==> src/rtl/spi_slave_rx_sampler_pkg.sv <==
`default_nettype none
// ============================================================================
//  Module      : spi_slave_rx_sampler_pkg
//  Description : Shared types and constants for the SPI slave receive sampler.
//  Revision    : 1.0 - initial release
// ============================================================================
package spi_slave_rx_sampler_pkg;

    typedef enum logic [1:0] {
        ST_RESYNC = 2'd0,
        ST_IDLE   = 2'd1,
        ST_ACTIVE = 2'd2
    } state_e;

    // SPI modes encoded as {CPOL, CPHA}
    localparam logic [1:0] MODE0 = 2'b00;
    localparam logic [1:0] MODE1 = 2'b01;
    localparam logic [1:0] MODE2 = 2'b10;
    localparam logic [1:0] MODE3 = 2'b11;

    localparam int BIT_CNT_W = 16;

    // Modes 0 and 3 sample MOSI on the rising SCLK edge, modes 1 and 2 on the falling one.
    function automatic logic mode_samples_rising(input logic [1:0] mode);
        case (mode)
            MODE1, MODE2: return 1'b0;
            default:      return 1'b1;
        endcase
    endfunction

endpackage
`default_nettype wire

==> src/rtl/spi_slave_rx_sampler_if.sv <==
`default_nettype none
// ============================================================================
//  Module      : spi_slave_rx_sampler_if
//  Description : Raw SPI pins plus the frame/bit strobes towards the packer.
//  Revision    : 1.0 - initial release
// ============================================================================
interface spi_slave_rx_sampler_if;

    logic spi_sclk;
    logic spi_cs_n;
    logic spi_mosi;
    logic start;
    logic finish;
    logic rx_data;
    logic rx_valid;
    logic frame_err;

    modport master (
        output spi_sclk, spi_cs_n, spi_mosi,
        input  start, finish, rx_data, rx_valid, frame_err
    );

    modport slave (
        input  spi_sclk, spi_cs_n, spi_mosi,
        output start, finish, rx_data, rx_valid, frame_err
    );

endinterface
`default_nettype wire

==> src/rtl/spi_slave_rx_sampler_pin_sync.sv <==
`default_nettype none
// ============================================================================
//  Module      : spi_slave_rx_sampler_pin_sync
//  Description : Synchroniser, optional glitch filter and edge detector for one
//                asynchronous pin. Filter enabled by SPI_RX_GLITCH_FILTER_EN.
//  Revision    : 1.0 - initial release
// ============================================================================
module spi_slave_rx_sampler_pin_sync #(
    parameter int SYNC_STAGES = 2,
    parameter bit RESET_VAL   = 1'b0
) (
    input  wire logic clk,
    input  wire logic rst,
    input  wire logic i_pin,
    output logic      o_sync,
    output logic      o_level,
    output logic      o_rise,
    output logic      o_fall
);

    logic [SYNC_STAGES-1:0] r_sync;
    logic                   r_hist;
    logic                   w_level;
    logic                   w_sync_last;

    always_ff @(posedge clk) begin
        if (rst) begin
            r_sync <= {SYNC_STAGES{RESET_VAL}};
        end else begin
            r_sync <= {r_sync[SYNC_STAGES-2:0], i_pin};
        end
    end

    assign w_sync_last = r_sync[SYNC_STAGES-1];

`ifdef SPI_RX_GLITCH_FILTER_EN
    logic r_prev;

    always_ff @(posedge clk) begin
        if (rst) begin
            r_prev <= RESET_VAL;
        end else begin
            r_prev <= w_sync_last;
        end
    end

    // A new level is accepted once it has been seen on two consecutive clocks;
    // otherwise the last accepted level (the history flop) is held.
    assign w_level = (w_sync_last == r_prev) ? w_sync_last : r_hist;
    assign o_sync  = r_prev;
`else
    assign w_level = w_sync_last;
    assign o_sync  = w_sync_last;
`endif

    always_ff @(posedge clk) begin
        if (rst) begin
            r_hist <= RESET_VAL;
        end else begin
            r_hist <= w_level;
        end
    end

    assign o_level = w_level;
    assign o_rise  = w_level & ~r_hist;
    assign o_fall  = ~w_level & r_hist;

endmodule
`default_nettype wire

==> src/rtl/spi_slave_rx_sampler.sv <==
`default_nettype none
// ============================================================================
//  Module      : spi_slave_rx_sampler
//  Description : SPI slave RX front end: oversamples SCLK/CS_N/MOSI and emits
//                frame markers, qualified bits and a frame-length error flag.
//                Optional glitch filter: SPI_RX_GLITCH_FILTER_EN.
//  Revision    : 1.0 - initial release
// ============================================================================
module spi_slave_rx_sampler
    import spi_slave_rx_sampler_pkg::*;
#(
    parameter bit CPOL        = 1'b0,
    parameter bit CPHA        = 1'b0,
    parameter int SYNC_STAGES = 2
) (
    input  wire logic              clock,
    input  wire logic              rst,
    spi_slave_rx_sampler_if.slave  spi
);

    localparam logic [1:0] c_ST_RESYNC   = ST_RESYNC;
    localparam logic [1:0] c_ST_IDLE     = ST_IDLE;
    localparam logic [1:0] c_ST_ACTIVE   = ST_ACTIVE;
    localparam logic [1:0] c_MODE        = {CPOL, CPHA};
    localparam logic       c_SAMPLE_RISE = mode_samples_rising(c_MODE);
    // Cycles to let the reset presets drain out of the synchronisers (filter included)
    localparam logic [7:0] c_FLUSH       = 8'(SYNC_STAGES + 2);

    logic w_sclk_sync, w_sclk_level, w_sclk_rise, w_sclk_fall;
    logic w_cs_sync,   w_cs_level,   w_cs_rise,   w_cs_fall;
    logic w_mosi_sync, w_mosi_level, w_mosi_rise, w_mosi_fall;
    logic w_sample;
    logic w_unused;

    logic [1:0]           r_state;
    logic [7:0]           r_flush;
    logic [BIT_CNT_W-1:0] r_bit_cnt;
    logic                 r_start;
    logic                 r_finish;
    logic                 r_rx_data;
    logic                 r_rx_valid;
    logic                 r_frame_err;

    spi_slave_rx_sampler_pin_sync #(
        .SYNC_STAGES (SYNC_STAGES),
        .RESET_VAL   (CPOL)
    ) u_sclk_sync (
        .clk     (clock),
        .rst     (rst),
        .i_pin   (spi.spi_sclk),
        .o_sync  (w_sclk_sync),
        .o_level (w_sclk_level),
        .o_rise  (w_sclk_rise),
        .o_fall  (w_sclk_fall)
    );

    spi_slave_rx_sampler_pin_sync #(
        .SYNC_STAGES (SYNC_STAGES),
        .RESET_VAL   (1'b1)
    ) u_cs_sync (
        .clk     (clock),
        .rst     (rst),
        .i_pin   (spi.spi_cs_n),
        .o_sync  (w_cs_sync),
        .o_level (w_cs_level),
        .o_rise  (w_cs_rise),
        .o_fall  (w_cs_fall)
    );

    spi_slave_rx_sampler_pin_sync #(
        .SYNC_STAGES (SYNC_STAGES),
        .RESET_VAL   (1'b0)
    ) u_mosi_sync (
        .clk     (clock),
        .rst     (rst),
        .i_pin   (spi.spi_mosi),
        .o_sync  (w_mosi_sync),
        .o_level (w_mosi_level),
        .o_rise  (w_mosi_rise),
        .o_fall  (w_mosi_fall)
    );

    assign w_unused = &{1'b0, w_sclk_sync, w_sclk_level, w_cs_sync,
                        w_mosi_level, w_mosi_rise, w_mosi_fall};

    assign w_sample = c_SAMPLE_RISE ? w_sclk_rise : w_sclk_fall;

    always_ff @(posedge clock) begin
        if (rst) begin
            r_state     <= c_ST_RESYNC;
            r_flush     <= '0;
            r_bit_cnt   <= '0;
            r_start     <= 1'b0;
            r_finish    <= 1'b0;
            r_rx_data   <= 1'b0;
            r_rx_valid  <= 1'b0;
            r_frame_err <= 1'b0;
        end else begin
            r_start     <= 1'b0;
            r_finish    <= 1'b0;
            r_rx_data   <= 1'b0;
            r_rx_valid  <= 1'b0;
            r_frame_err <= 1'b0;
            case (r_state)
                c_ST_RESYNC: begin
                    // A frame that was live at reset release is skipped: only a
                    // genuinely deasserted chip select re-arms the receiver.
                    if (r_flush != c_FLUSH) begin
                        r_flush <= r_flush + 8'd1;
                    end else if (w_cs_level) begin
                        r_state <= c_ST_IDLE;
                    end
                end
                c_ST_IDLE: begin
                    if (w_cs_fall) begin
                        r_start   <= 1'b1;
                        r_bit_cnt <= '0;
                        r_state   <= c_ST_ACTIVE;
                    end
                end
                c_ST_ACTIVE: begin
                    if (w_cs_rise) begin
                        r_finish    <= 1'b1;
                        r_frame_err <= (r_bit_cnt[2:0] != 3'd0);
                        r_state     <= c_ST_IDLE;
                    end else if (w_sample) begin
                        r_rx_valid <= 1'b1;
                        r_rx_data  <= w_mosi_sync;
                        if (r_bit_cnt != {BIT_CNT_W{1'b1}}) begin
                            r_bit_cnt <= r_bit_cnt + BIT_CNT_W'(1);
                        end
                    end
                end
                default: begin
                    r_state <= c_ST_RESYNC;
                end
            endcase
        end
    end

    assign spi.start     = r_start;
    assign spi.finish    = r_finish;
    assign spi.rx_data   = r_rx_data;
    assign spi.rx_valid  = r_rx_valid;
    assign spi.frame_err = r_frame_err;

endmodule
`default_nettype wire
==> src/flat_wrapper.sv <==
// flat-port wrapper written by rule: the top's interface ports become plain ports
module spi_slave_rx_sampler_flat import spi_slave_rx_sampler_pkg::*;
#(
    parameter bit CPOL        = 1'b0,
    parameter bit CPHA        = 1'b0,
    parameter int SYNC_STAGES = 2
)
  (clock, rst, spi_spi_sclk, spi_spi_cs_n, spi_spi_mosi, spi_start, spi_finish, spi_rx_data, spi_rx_valid, spi_frame_err);
  spi_slave_rx_sampler_if spi_i ();
  input  wire logic clock;
  input  wire logic rst;
  input wire logic [$bits(spi_i.spi_sclk)-1:0] spi_spi_sclk;
  input wire logic [$bits(spi_i.spi_cs_n)-1:0] spi_spi_cs_n;
  input wire logic [$bits(spi_i.spi_mosi)-1:0] spi_spi_mosi;
  output wire logic [$bits(spi_i.start)-1:0] spi_start;
  output wire logic [$bits(spi_i.finish)-1:0] spi_finish;
  output wire logic [$bits(spi_i.rx_data)-1:0] spi_rx_data;
  output wire logic [$bits(spi_i.rx_valid)-1:0] spi_rx_valid;
  output wire logic [$bits(spi_i.frame_err)-1:0] spi_frame_err;
  assign spi_i.spi_sclk = spi_spi_sclk;
  assign spi_i.spi_cs_n = spi_spi_cs_n;
  assign spi_i.spi_mosi = spi_spi_mosi;
  assign spi_start = spi_i.start;
  assign spi_finish = spi_i.finish;
  assign spi_rx_data = spi_i.rx_data;
  assign spi_rx_valid = spi_i.rx_valid;
  assign spi_frame_err = spi_i.frame_err;
  spi_slave_rx_sampler #(.CPOL(CPOL), .CPHA(CPHA), .SYNC_STAGES(SYNC_STAGES)) u_core (.clock(clock), .rst(rst), .spi(spi_i));
endmodule
==> config.mk <==
export PLATFORM = sky130hd
export DESIGN_NAME = spi_slave_rx_sampler_flat
export DESIGN_NICKNAME = d
export VERILOG_FILES = /design/src/rtl/spi_slave_rx_sampler_pkg.sv /design/src/rtl/spi_slave_rx_sampler_if.sv /design/src/rtl/spi_slave_rx_sampler_pin_sync.sv /design/src/rtl/spi_slave_rx_sampler.sv /design/src/flat_wrapper.sv
export SDC_FILE = /design/constraint.sdc
export NUM_CORES = 1
export LEC_CHECK = 0
export CAP_MARGIN = 5
export CORE_MARGIN = 2
export CORE_UTILIZATION = 45
export CTS_CLUSTER_DIAMETER = 30
export DETAILED_ROUTE_END_ITERATION = 12
export SLEW_MARGIN = 20
export SYNTH_ARGS = -nofsm -noshare
export SYNTH_HDL_FRONTEND = slang
export SYNTH_SLANG_ARGS = --single-unit
==> constraint.sdc <==
create_clock -name clock -period 1.96 [get_ports clock]
set_input_delay 0.49 -clock clock [delete_from_list [all_inputs] [get_ports clock]]
set_output_delay 0.49 -clock clock [all_outputs]
set_load 0.03 [all_outputs]
-- Word level (Yosys, flattened, before mapping)
Cells that the tools add are included.
- $add $sub $neg: 2
- muxes and demuxes: 13
- bitwise operators: 10
- eq/ne operators: 11
- reduce and logical (&&, ||, !) cells: 11
- operators by type and width (operator ; count):
    $mux 16 ; 4
    $pmux 16 s2 ; 1
    $add 16x1->16 const B ; 1
    $ne 16x16->1 const B ; 1
    $ne 2x2->1 const B ; 6
    $add 8x1->8 const B ; 1
    $mux 2 ; 4
    $ne 8x3->1 const B ; 1
    $not 1->1 ; 7
    $pmux 2 s3 ; 1
    $reduce_or 3->1 ; 2
    $reduce_and 5->1 ; 1
    $reduce_and 4->1 ; 1
    $reduce_or 2->1 ; 2
    $reduce_or 4->1 ; 1
    $and 1x1->1 ; 3
    $mux 1 ; 3
    $reduce_bool 3->1 ; 1
    $eq 2x1->1 const B ; 1
    $eq 2x2->1 const B ; 1
    $logic_not 2->1 ; 1
    $ne 2x1->1 const B ; 1
    $reduce_and 2->1 ; 1
    $reduce_bool 2->1 ; 1
- register bits after elaboration: 39
- word-level logic and storage cells: 60
- output and inout port bits: 5
- input bits: 5

-- Longest topological paths before layout
Gate-level depths: netlist of the first run.
- word-level depth: 5
- gate-level depth with buffers: 7
- gate-level depth less buffers: 7

-- Cells and area by module
From an unflattened synthesis of the first run, not the netlist that was laid out.
- cell total of the unflattened synthesis: 207
- area, all modules: 1855.5 µm²
- by module, submodules not included (module ; area each (µm²) ; cells an instance ; times used ; seq. area each (µm²)):
    spi_slave_rx_sampler ; 1557.7 ; 180 ; 1 ; 620.6
    spi_slave_rx_sampler_pin_sync at u_core.u_mosi_sync ... ; 98.8 ; 9 ; 2 ; 60.1
    spi_slave_rx_sampler_pin_sync at u_core.u_cs_sync ; 100.1 ; 9 ; 1 ; 60.1

-- Least setup slack after synthesis of the first run
OpenSTA, ideal clock, no wires.
- path kind: register to register
- from: reg u_core.r_flush[0]
- to: reg u_core.r_flush[3]
- arrival time: 1662 ps
- stages on the path, launching flop included: 8
- buffers on the path: 0
- required time: 1832 ps
- setup slack: 170 ps
- library setup time: 128 ps
- period minus slack after synthesis: 1790 ps
- cell sequence: dfxtp_1 -> inv_1 -> ha_1 -> nor4b_1 -> a211oi_1 -> nand4_1 -> xor2_1 -> nor2_1
- cells in the longest elaborated chain, start to end: 2
- elaborated cells between the ends (all ways): 3
- those cells by class: add/sub (1); eq/ne (1); reduce/logical (1)
- ends and longest elaborated chain (element ; line ; text):
    start, declared ; spi_slave_rx_sampler.sv:36 ; logic [7:0] r_flush;
    start signal, assigned ; spi_slave_rx_sampler.sv:109 ; r_flush <= r_flush + 8'd1;
    branches (longest 2 deep; another with $add 8x1->8) ; - ;
Several ways; the timed one is not identified.
A chain may end at the register's enable or synchronous reset.

-- Final worst setup path of the first run
- from: reg u_core.r_state[1]
- to: reg u_core.r_bit_cnt[12]
- cells in the longest elaborated chain, start to end: 3
- elaborated cells between the ends (all ways): 9
- those cells by class: eq/ne (6); mux (1); reduce/logical (2)
- ends and longest elaborated chain (element ; line ; text):
    start, declared ; spi_slave_rx_sampler.sv:35 ; logic [1:0] r_state;
    start signal, assigned ; spi_slave_rx_sampler.sv:90 ; r_state <= c_ST_RESYNC;
    start signal, assigned ; spi_slave_rx_sampler.sv:111 ; r_state <= c_ST_IDLE;
    start signal, assigned ; spi_slave_rx_sampler.sv:118 ; r_state <= c_ST_ACTIVE;
    $eq 2x2->1 or $eq 2x1->1 (tied branches) ; spi_slave_rx_sampler.sv:104 ; case (r_state)
    $ne 2x1->1 (no line) (tied with other cells) ; - ;
    $reduce_and 5->1 (no line) ; - ;
    end signal, assigned ; spi_slave_rx_sampler.sv:130 ; r_bit_cnt <= r_bit_cnt + BIT_CNT_W'(1);
    end, declared ; spi_slave_rx_sampler.sv:37 ; logic [BIT_CNT_W-1:0] r_bit_cnt;
Several ways; a longest one is shown, not always the timed one.

==> results of run 1 <==
state kept, by name, indices dropped and copies added, names as in the netlist:
name                       cells
u_core.r_bit_cnt              16
u_core.r_flush                 8
u_core.r_state                 2
u_core.spi.finish              1
u_core.spi.frame_err           1
u_core.spi.rx_data             1
u_core.spi.rx_valid            1
u_core.spi.start               1
u_core.u_cs_sync.r_hist        1
u_core.u_cs_sync.r_sync        2
u_core.u_mosi_sync.r_sync      2
u_core.u_sclk_sync.r_hist      1
u_core.u_sclk_sync.r_sync      2
what timing repair did:
item	4_1_cts	5_1_grt
gates resized for setup	0	7
setup buffers	0	1
pin swaps	0	1
endpoints found under the setup margin	2	15
cells in the mapped netlist (2+ instances only):
cell,count,area (sq um)
nand2_1,17,63.8
nand3_1,9,45.0
nand3b_1,2,15.0
inv_1,7,26.3
a31oi_1,5,31.3
nor3b_1,2,15.0
nor2b_1,5,31.3
a41oi_1,2,17.5
o21ai_0,8,40.0
buf_2,2,10.0
dfxtp_1,39,781
clkbuf_1,5,18.8
nor2_1,22,82.6
nand4_1,7,43.8
or4_1,2,15.0
a311oi_1,6,52.6
ha_1,4,50.1
xor2_1,6,52.6
or2_2,3,18.8
a21oi_1,13,65.1
nor3_1,7,35.0
power groups by stage:
| stage | registers [mW] | clock network [mW] | logic, mW |
|---|---|---|---|
| 6_report | 0.873 | 0.597 | 0.314 |
| 4_1_cts | 0.873 | 0.612 | 0.315 |
| 2_1_floorplan | 0.903 | 0 | 0.186 |
| 3_3_place_gp | 0.890 | 0 | 0.299 |
| 5_1_grt | 0.879 | 0.653 | 0.352 |
| 3_5_place_dp | 0.890 | 0 | 0.313 |
per-stage QoR:
step	worst slack, ns	TNS [ns]	std cells
after floorplan	0.170	0	193
after global placement	0.0981	0	255
after detailed placement	-0.0103	-0.0103	255
after CTS	-0.00749	-0.0102	263
after global routing	0.00729	0	264
final	0.115	0	264
final cells by class:
class,count,area share
clock inverter,1,0.00360
timing repair buffer,23,0.0997
tap,48,0.0288
multi-input combinational,139,0.434
clock buffer,7,0.0462
sequential,39,0.375
inverter,7,0.0126
worst max-delay path, stage by stage, from the launching register on:
cell and delay (ns):
dfxtp_1 0.43, nor2b_2 0.25, nand4b_4 0.15, a22o_4 0.32
or4_1 0.49, a21oi_1 0.14
per-layer routing:
| metal | global-route usage | vias up | wire length (microns) |
|---|---|---|---|
| met5 | 0 | - | 0 |
| li1 | - | 739 | - |
| met4 | 0.0755 | 0 | 56 |
| met1 | 0.240 | 711 | 1720 |
| met2 | 0.304 | 28 | 1780 |
| met3 | 0.0630 | 5 | 124 |
how the worst min path moves through the flow:
stage / to / start / depth (start not counted) / slack, ns
floorplan: u_core.u_cs_sync.r_sync[1] / u_core.u_cs_sync.r_sync[0] / 1 / 0.39
global placement: u_core.u_cs_sync.r_sync[1] / u_core.u_cs_sync.r_sync[0] / 1 / 0.41
detailed placement: u_core.u_cs_sync.r_sync[1] / u_core.u_cs_sync.r_sync[0] / 1 / 0.40
CTS: u_core.u_cs_sync.r_sync[1] / u_core.u_cs_sync.r_sync[0] / 1 / 0.41
global route: u_core.u_cs_sync.r_sync[1] / u_core.u_cs_sync.r_sync[0] / 1 / 0.45
finish: u_core.u_cs_sync.r_sync[1] / u_core.u_cs_sync.r_sync[0] / 1 / 0.41
logic make-up after synthesis:
| logic type | after synthesis |
|---|---|
| simple gates | 85 |
| compound gates | 42 |
| flops | 39 |
| buf+inv | 15 |
| xor+xnor | 7 |
| fa+ha+maj | 4 |
| mux | 1 |
==> key figures, run 1 <==
Cells and area
  – Number of fillers in the final layout: around 340
  – Fin util: 0.569
  – Nets: around 220
  – Most frequent cells in the layout: dfxtp_1 (38), nor2_1 (21), nand2_1 (17)
  – Final Cell Area: roughly 2100 sq um
  – Reg area: between 700 and 800 sq um
  – Antenna diodes: 0
  – Multi-input logic area: about 900 sq um
  – Area delta synth->final: 21.1%
  – Layout cells sized above 1: 0.167
  – Commonest non-fill, non-tap cell in the layout: dfxtp_1

Yosys
  – Simple-gate portion of the synthesized area: 0.260
  – Synth warnings: 0
  – Post-synthesis mux area share: 0.00582
  – Yosys reg bits: 39
  – Post-synth EDFFs: 0
  – Adder-Cell Fraction of Synth Area: 0.0291
  – XOR/XNOR Fraction of Synth Area: 0.0356
  – Synth Net Count: 202
  – Cell variety after synth: between 40 and 50
  – Seq/Total Area, Yosys: 0.454
  – Post-Syn Area: around 1700 sq um
  – Synth Instances: 193
  – Async set-or-reset flop fraction in the synthesized netlist: 0
  – Synth Area in Compound Gates: 0.177
  – Synth Flop Type: dfxtp_1
  – Average cell area after synthesis: just under 9 sq um
  – Largest family of logic cells by synthesized area: simple AND/OR/NAND/NOR gates

Floorplanning
  – Core footprint: between 3000 and 4000 sq um
  – Die area: 4330 sq um
  – Die H: 65.8 microns
  – I/O pins: 10
  – Initial core utilization: 0.470
  – Chip width: 65.8 microns
  – Row count: 22

Routing
  – Wirelength per Cell: 14.0 microns
  – Drt total wl: 3690 microns
  – DRT antenna net count: 0
  – Starting DRT DRC Count: 137
  – Via Count: between 1000 and 1500
  – DR vias/cell: approximately 5.6
  – # DRC: 0
  – Drt first pass iters: 4

STA
  – Hold WS: between 0.4 and 0.5 ns
  – # setup viols final: 0
  – Tmin final: around 1.8 ns
  – FMAX: between 500 and 600 MHz
  – Worst slew margin: 0.554
  – Final Slew Violations: 0
  – Final period util: 0.941
  – Slew @ Worst Pin: about 0.67 ns
  – Final-report hold violation count: 0
  – Clk_skew: about 0.0046 ns
  – RSZ-0062 raised after global routing: false

Clocking
  – Clk pin slew, worst setup/hold paths: about 0.08 ns
  – Sink Count: 39
  – Hold buffer count at CTS: 0
  – Root Buffer: clkbuf_8
  – Clock Path Buffers: 2
  – Clk_lat worst skew: between 0.2 and 0.3 ns
  – CTS tree: built
  – Total CTS buffers: 5
  – Total number of H-tree levels: 2

Placed design
  – Port buffer count: 9
  – Final RePlAce weighted congestion: around 0.9
  – Area after DPL: slightly below 2000 sq um
  – Post-DP HPWL: approximately 2500 microns

Hold path
  – Worst min-delay path class: reg2reg

Critical path
  – Req. time, crit path: roughly 2.2 ns
  – CP endpoint kind: register
  – CP max FO: 10
  – CP Data Arrival Time: 2.07 ns
  – Startpoint Class: register
  – Setup Crit Path Kind: reg2reg
  – R2R depth: 5
  – CP Capture Point: u_core.r_bit_cnt[12]
  – Reg2reg setup slack: about 0.12 ns
  – Worst r2r src: u_core.r_state[1]
  – FF-to-FF End: u_core.r_bit_cnt[12]
  – CP Launch Point: u_core.r_state[1]

Job
  – Max-cap violations: 0

Pwr
  – Pwr Density: approximately 860 nW/um^2
  – Int Power: 1.31 mW
  – P_sw: ~470 uW
  – Clk pwr share: 0.334
  – Sw frac: 0.266
  – Peak VDD IR: just under 0.4 mV
  – Comb power frac: 0.176
  – Part of the power in registers: 0.489
  – Pwr Total: roughly 1.8 mW
  – LEAKAGE: ~0.72 nW

Global routing
  – Initial antenna violation count: 0
  – Vias in the first global route: around 1400
  – First-pass GRT wire length: between 6000 and 7000 microns
  – Largest net degree at the start of global routing: 31
  – GRT Total Usage: 0.192
  – GRT Residual Overflow: 0

Run status
  – Status: complete, no violations
No activity file was read; power rests on OpenSTA's default activity.
==> run 2: changes to the inputs <==
Settings changed: CAP_MARGIN 5 to 30.
==> results of run 2 <==
Same layout as run 1: the final DEF is identical, and so are final timing and power.
==> run 3: changes to the inputs <==
Settings changed: CTS_BUF_LIST from default to sky130_fd_sc_hd__clkbuf_8 sky130_fd_sc_hd__clkbuf_16.
==> results of run 3 <==
Same layout as run 1: the final DEF is identical, and so are final timing and power.
